**src/rtl/ps2_rx.sv**
```systemverilog
// ps2_rx: PS/2 device-to-host frame receiver.
// Synchronises the raw ps2_clk/ps2_dat pins, glitch-filters the clock,
// deserialises start/8 data/odd parity/stop frames and aborts stalled
// frames with an inter-edge watchdog.
// Optional build macro: PS2_PARITY_CHECK_EN (enables the odd-parity check at STOP).
//
// state  | meaning
// -------+---------------------------------------------------
// IDLE   | waiting for a start bit (dat=0 on a falling edge)
// DATA   | shifting in 8 data bits, LSB first
// PARITY | capturing the parity bit
// STOP   | checking stop (and parity), delivering the byte

module ps2_rx #(
    parameter int FILTER_LEN  = 8,
    parameter int TIMEOUT_CYC = 50000
) (
    input  logic       clk,
    input  logic       reset,
    input  logic       ps2_clk,
    input  logic       ps2_dat,
    output logic       key_en,
    output logic [7:0] key_data,
    output logic       frame_err
);

    localparam int FW = (FILTER_LEN > 2) ? $clog2(FILTER_LEN) : 1;
    localparam int WW = $clog2(TIMEOUT_CYC);
    localparam logic [FW-1:0] FILT_LOAD = FW'(FILTER_LEN - 1);
    localparam logic [WW-1:0] WDOG_LAST = WW'(TIMEOUT_CYC - 1);

    typedef enum logic [1:0] {IDLE, DATA, PARITY, STOP} state_t;

    logic          clk_meta, clk_sync, dat_meta, dat_sync;
    logic [FW-1:0] filt_cnt;
    logic          filt_clk, filt_clk_q;
    logic          fall;

    state_t        state, state_nxt;
    logic [2:0]    bitcnt, bitcnt_nxt;
    logic [7:0]    shreg, shreg_nxt;
    logic [WW-1:0] wdog, wdog_nxt;
    logic [7:0]    key_data_nxt;
    logic          key_en_nxt, frame_err_nxt;
    logic          stop_ok;

`ifdef PS2_PARITY_CHECK_EN
    logic          par, par_nxt;
    assign stop_ok = dat_sync & (^{shreg, par});
`else
    assign stop_ok = dat_sync;
`endif

    // two-flop synchronisers on both pins; idle level is high
    always_ff @(posedge clk) begin
        if (reset) begin
            clk_meta <= 1'b1;
            clk_sync <= 1'b1;
            dat_meta <= 1'b1;
            dat_sync <= 1'b1;
        end else begin
            clk_meta <= ps2_clk;
            clk_sync <= clk_meta;
            dat_meta <= ps2_dat;
            dat_sync <= dat_meta;
        end
    end

    // filtered clock follows the synced clock only after FILTER_LEN differing samples in a row
    always_ff @(posedge clk) begin
        if (reset) begin
            filt_cnt   <= FILT_LOAD;
            filt_clk   <= 1'b1;
            filt_clk_q <= 1'b1;
        end else begin
            filt_clk_q <= filt_clk;
            if (clk_sync == filt_clk) begin
                filt_cnt <= FILT_LOAD;
            end else if (filt_cnt == '0) begin
                filt_clk <= clk_sync;
                filt_cnt <= FILT_LOAD;
            end else begin
                filt_cnt <= filt_cnt - FW'(1);
            end
        end
    end

    assign fall = filt_clk_q & ~filt_clk;

    // frame state and datapath registers
    always_ff @(posedge clk) begin
        if (reset) begin
            state     <= IDLE;
            bitcnt    <= '0;
            shreg     <= '0;
            wdog      <= '0;
            key_en    <= 1'b0;
            key_data  <= 8'h00;
            frame_err <= 1'b0;
`ifdef PS2_PARITY_CHECK_EN
            par       <= 1'b0;
`endif
        end else begin
            state     <= state_nxt;
            bitcnt    <= bitcnt_nxt;
            shreg     <= shreg_nxt;
            wdog      <= wdog_nxt;
            key_en    <= key_en_nxt;
            key_data  <= key_data_nxt;
            frame_err <= frame_err_nxt;
`ifdef PS2_PARITY_CHECK_EN
            par       <= par_nxt;
`endif
        end
    end

    // next-state, datapath and pulse decode; a falling edge takes priority over the timeout
    always_comb begin
        state_nxt     = state;
        bitcnt_nxt    = bitcnt;
        shreg_nxt     = shreg;
        wdog_nxt      = '0;
        key_en_nxt    = 1'b0;
        key_data_nxt  = key_data;
        frame_err_nxt = 1'b0;
`ifdef PS2_PARITY_CHECK_EN
        par_nxt       = par;
`endif
        if (state != IDLE && !fall)
            wdog_nxt = wdog + WW'(1);

        if (fall) begin
            unique case (state)
                IDLE: begin
                    if (!dat_sync) begin
                        state_nxt  = DATA;
                        bitcnt_nxt = 3'd0;
                    end else begin
                        frame_err_nxt = 1'b1;
                    end
                end
                DATA: begin
                    shreg_nxt  = {dat_sync, shreg[7:1]};
                    bitcnt_nxt = bitcnt + 3'd1;
                    if (bitcnt == 3'd7)
                        state_nxt = PARITY;
                end
                PARITY: begin
`ifdef PS2_PARITY_CHECK_EN
                    par_nxt = dat_sync;
`endif
                    state_nxt = STOP;
                end
                STOP: begin
                    if (stop_ok) begin
                        key_data_nxt = shreg;
                        key_en_nxt   = 1'b1;
                    end else begin
                        frame_err_nxt = 1'b1;
                    end
                    state_nxt = IDLE;
                end
                default: state_nxt = IDLE;
            endcase
        end else if (state != IDLE && wdog == WDOG_LAST) begin
            state_nxt     = IDLE;
            frame_err_nxt = 1'b1;
            wdog_nxt      = '0;
        end
    end

endmodule

```
**config.mk**
```make
export PLATFORM = sky130hd
export DESIGN_NAME = ps2_rx
export DESIGN_NICKNAME = d
export VERILOG_FILES = /design/src/rtl/ps2_rx.sv
export SDC_FILE = /design/constraint.sdc
export NUM_CORES = 1
export LEC_CHECK = 0
export CORE_ASPECT_RATIO = 1.1
export CORE_UTILIZATION = 57
export CTS_CLUSTER_SIZE = 14
export DETAILED_ROUTE_END_ITERATION = 10
export PLACE_DENSITY = 0.84
export RECOVER_POWER = 50
export SYNTH_ARGS = -nofsm -noshare
export SYNTH_HDL_FRONTEND = slang
export SYNTH_SLANG_ARGS = --single-unit
```
**constraint.sdc**
```tcl
create_clock -name clk -period 1.7 [get_ports clk]
set_clock_uncertainty 0.15 [all_clocks]
set_input_delay 0.34 -clock clk [delete_from_list [all_inputs] [get_ports clk]]
set_output_delay 0.34 -clock clk [all_outputs]
set_load 0.02 [all_outputs]
```
After elaboration in Yosys (flattened, before gate mapping)
Index checks and enable logic that the tools add are counted.
{ "totals": {"out_inout_bits": 10, "register_bits": 48, "mem_count": 0, "romBits": 0, "latchBits": 0, "mem_bits_rw": 0} }
{ "op_classes": {"n_bitwise": 5, "n_mux": 15, "eq_ne": 9, "reduce_logical": 15, "n_div": 0, "add_sub_neg": 3, "n_shift": 0, "multipliers": 0, "n_lt_le_gt_ge": 0} }
{ "ops": {"columns": ["cell", "n"], "rows": [
  ["16-bit 2-to-1 mux", 3],
  ["16-bit by 1-bit adder with 16-bit output (second input constant)", 1],
  ["16-bit == test (second input constant)", 1],
  ["3-bit AND reduction", 3],
  ["2-bit 2-to-1 mux", 4],
  ["2-bit case mux with 4 select lines", 1],
  ["3-bit != test (second input constant)", 2],
  ["3-bit case mux with 2 select lines", 1],
  ["2-bit nonzero test", 3],
  ["3-bit OR reduction", 2],
  ["2-bit == test (second input constant)", 2],
  ["1-bit 2-to-1 mux", 4],
  ["1-bit NOT", 4],
  ["2-bit AND reduction", 2],
  ["3-bit by 1-bit adder with 3-bit output (second input constant)", 1],
  ["3-bit == test (second input constant)", 1],
  ["3-bit zero test", 1],
  ["3-bit 2-to-1 mux", 1],
  ["3-bit by 1-bit subtractor with 3-bit output (second input constant)", 1],
  ["2-bit by 1-bit == test with 1-bit output (second input constant)", 1],
  ["1-bit logical AND", 2],
  ["2-bit zero test", 1],
  ["2-bit != test (second input constant)", 1],
  ["1-bit case mux with 2 select lines", 1],
  ["other kinds (3)", 3]
]} }

Logic depth before layout (Yosys ltp)
{ "depth": {"ltp_word": 7, "mapped_depth": 6, "ltp_nobuf": 6} }

Least setup slack after synthesis
OpenSTA, ideal clock, no wires.
{ "synth_timing": {"kind": "register to register", "startpoint": "register wdog[0]", "endpoint": "register frame_err", "period_less_slack_ns": 1.498, "path_stages_with_launch": 6, "arrival_time_ns": 1.278, "setup_time_ns": 0.071, "path_slack_ns": 0.202, "cell_sequence": "dfxtp_1 ha_1 and3_1 nand4_1 or3_1 a21oi_1"} }
{ "synth_via": {"elab_chain_cells": 4} }
{ "synth_lines": {"columns": ["item", "line", "text"], "rows": [
  ["from (decl)", "42", "logic [WW-1:0] wdog, wdog_nxt;"],
  ["from (signal assigned)", "107", "wdog <= wdog_nxt;"],
  ["16-bit == test", "165", "end else if (state != IDLE && wdog == WDOG_LAST) begin"],
  ["1-bit logical AND", "165", null],
  ["1-bit 2-to-1 mux", "165", null],
  ["1-bit 2-to-1 mux", "132", "if (fall) begin"],
  ["to (signal assigned)", "110", "frame_err <= frame_err_nxt;"],
  ["to (decl)", "24", "output logic frame_err"]
]} }
Every way passes these cells.
A chain may end at the register's enable or synchronous reset.

Worst setup path after layout
{ "layout_timing": {"startpoint": "register wdog[13]", "endpoint": "register state[1]"} }
{ "layout_via": {"elab_chain_cells": 4} }
{ "layout_lines": {"columns": ["item", "line", "text"], "rows": [
  ["16-bit == test", "165", null],
  ["1-bit logical AND", "165", null],
  ["2-bit nonzero test (no source line)", null, null],
  ["3-bit AND reduction (no source line)", null, null],
  ["to (signal assigned)", "104", "state <= state_nxt;"],
  ["to (decl)", "39", "state_t state, state_nxt;"]
]} }
Every way passes these cells.

==> metrics.md <==
| Metric | Value |
|---|---|
| Req. time, crit path | `1.79 ns` |
| Iteration-0 DRC Markers | `75` |
| Leak Pwr | `0.0008678 µW` |
| Tcrit/Tclk final | `95.01%` |
| Final Max Tran Viols | `0` |
| Warnings, synthesis | `0` |
| Post-CTS Hold Fix Bufs | `0` |
| TritonCTS clock tree | `yes` |
| Via Count | `1595` |
| Via-per-instance ratio | `5.481` |
| Number of max-cap violations | `0` |
| WL per Instance | `12.29 µm` |
| Final Hold Fails | `0` |
| Initial antenna violation count | `0` |
| Nature of the critical path startpoint | `flop` |
| Die area | `0.003685 mm²` |
| Post-route cell area | `0.002331 mm²` |
| # IOs | `14` |
| Clock Path Buffers | `2` |
| Clk root buf | `clkbuf_4` |
| Die X | `57.98 µm` |
| Unrepaired setup endpoints after global routing | `true` |
| Die height | `63.57 µm` |
| Cells after synthesis | `225` |
| Worst hold path type | `reg2reg` |
| Final Routed Wirelength | `3576 µm` |
| Initial core utilization | `59.47%` |
| GRT overflow | `0` |
| Power Total | `1830 µW` |
| Vias in the first global route | `1535` |
| Fin nets | `267` |
| #FFs+latches synth | `48` |
| Seq/Total Area, Yosys | `48.92%` |
| Antenna cells | `0` |
| Gr usage total | `21.97%` |
| Worst-skew pair later-pin latency | `0.36 ns` |
| CP Capture Type | `flop` |
| Clock Sink Count | `48` |
| Arr. time, crit path | `1.70 ns` |
| Kind of critical path | `reg2reg` |
| Core footprint | `0.003303 mm²` |
| Max VDD drop | `0.0006401 V` |
| DRC | `3` |
| Cell Rows | `22` |
| Crit path max fanout | `3` |
| Final Non-Filler Cells | `291` |
| Share of cells above drive strength 1 | `16.47%` |
| Rel. slew slack | `74.44%` |
| Setup violations, final | `0` |
| Placed cells | `282` |
| F_max | `619.1 MHz` |
| Dpl hpwl | `2486 µm` |
| Placer congestion estimate | `0.7905` |
| Placed Area | `0.002228 mm²` |
| Synthesized Nets | `238` |
| Setup TNS | `0 ns` |
| Htree depth | `2` |
| Initial DRT Pass Iterations | `7` |
| Routed Antenna Nets | `0` |
| Port Buf Inserts | `13` |
| Final Critical Period | `1.615 ns` |
| PwrDens | `784.9 mW/mm²` |
| Failing checks | `design-rule violations` |
| Syn-to-layout area delta | `18.66%` |
| Post-Syn Area | `0.001964 mm²` |
| CTS Buf Count | `5` |
| Clock transition at path regs | `0.14 ns` |
| Synth unique cells | `32` |
| Avg Inst Size Synth | `8.731 µm²` |
| Status | `finished with violations` |
| Actual slew at the worst max-slew pin | `0.3799 ns` |
| WHS | `0.2513 ns` |
| Largest net degree at the start of global routing | `19` |
| First-pass GRT wire length | `6368 µm` |
==> final timing paths <==
| kind | start | endpoint | slack (ns) | cells after the start |
|---|---|---|---|---|
| max | wdog[13]$_SDFF_PP0_ | state[1]$_SDFFE_PP0P_ | 0.08 | 4 |
| min | filt_cnt[0]$_SDFF_PP1_ | filt_cnt[0]$_SDFF_PP1_ | 0.25 | 1 |
| max reg2reg | wdog[13]$_SDFF_PP0_ | state[1]$_SDFFE_PP0P_ | 0.08 | 4 |
| min reg2reg | filt_cnt[0]$_SDFF_PP1_ | filt_cnt[0]$_SDFF_PP1_ | 0.25 | 1 |
==> worst max-delay path, cell delays in order (launching register included) <==
cell,delay [ns]
dfxtp_1,0.36
nor4_1,0.31
nand4_1,0.23
nor3_1,0.32
o32ai_1,0.14
==> cell families after synthesis <==
kind of cell / Yosys count / synth area share [%]
simple gates: 106 / 26.37
flops: 48 / 48.92
compound gates: 27 / 8.153
buf+inv: 20 / 4.076
xor+xnor: 14 / 6.242
fa+ha+maj: 9 / 5.733
mux: 1 / 0.5096
==> cells in the mapped netlist (all sizes together) <==
cell type,count,area share (%)
dfxtp,48,49
nand2,33,6.3
nor2,21,4.0
a21oi,19,4.8
nand3,13,3.3
xnor2,13,5.8
inv,11,2.1
ha,9,5.7
nor3,7,1.8
nor4,7,2.2
clkbuf,6,1.2
nand4,5,1.6
or2,5,1.6
and3,3,1.0
buf,3,0.76
nand3b,3,1.1
nor2b,3,0.96
a32oi,2,0.89
o32ai,2,0.89
or3,2,0.64
a211o,1,0.45
a31o,1,0.45
and2,1,0.32
and4b,1,0.51
and4bb,1,0.64
mux2i,1,0.51
nand2b,1,0.32
o211ai,1,0.38
o21ai,1,0.25
xor2,1,0.45
==> metrics by stage <==
step / setup WS [ns] / utilization, %
2_1_floorplan: 0.2019 / -
3_3_place_gp: 0.05740 / 67.46
3_5_place_dp: 0.03442 / 67.46
4_1_cts: 0.03754 / 69.51
5_1_grt: -0.01200 / 70.57
6_report: 0.08479 / 70.57
==> repair_timing <==
action                                  CTS  global route
gates resized for setup                  10             9
setup buffers                             0             1
endpoints found under the setup margin   10             7
==> area by class of cell <==
type,instances,area (µm²)
multi-input cells,157,948.4
fillers,273,972.2
clock buffers,5,37.54
well taps,36,45.04
clock inverters,3,42.54
flip-flops and latches,48,963.4
repair buffers,31,252.7
inverters,11,41.29
==> layout by cell type (no fill, tap or decap), types with 2 or more instances in the layout <==
cell	n
ha_1	8
or2_2	5
dfxtp_1	46
clkdlybuf4s50_1	2
buf_4	18
inv_1	11
a21oi_1	18
nor2b_1	3
xnor2_1	13
a32oi_1	2
nor2_1	21
nor3_1	7
nand3_1	13
clkbuf_4	5
dfxtp_2	2
nor4_1	7
dlygate4sd2_1	10
nand4_1	5
and3_2	2
nand3b_1	3
nand2_1	33
==> where the power goes <==
group | internal [µW] | switching, µW
Sequential | 1130 | 2.84
Combinational | 13.7 | 15.9
Clock | 307 | 360
Total | 1450 | 379
==> metal layers <==
metal / GRT usage (%) / routed length, µm
met5: 0 / 0
met2: 35.63 / 1675
met4: 10.71 / 71
met3: 3.901 / 125
met1: 27.76 / 1704
==> sequential cells by signal, indices dropped and copies added (netlist names) <==
signal and flops:
frame_err 1, dat_meta 1, filt_cnt 3, filt_clk 1
dat_sync 1, bitcnt 3, clk_meta 1, state 2
wdog 16, key_en 1, filt_clk_q 1, clk_sync 1
shreg 8, key_data 8
No activity file was read; power rests on OpenSTA's default activity.
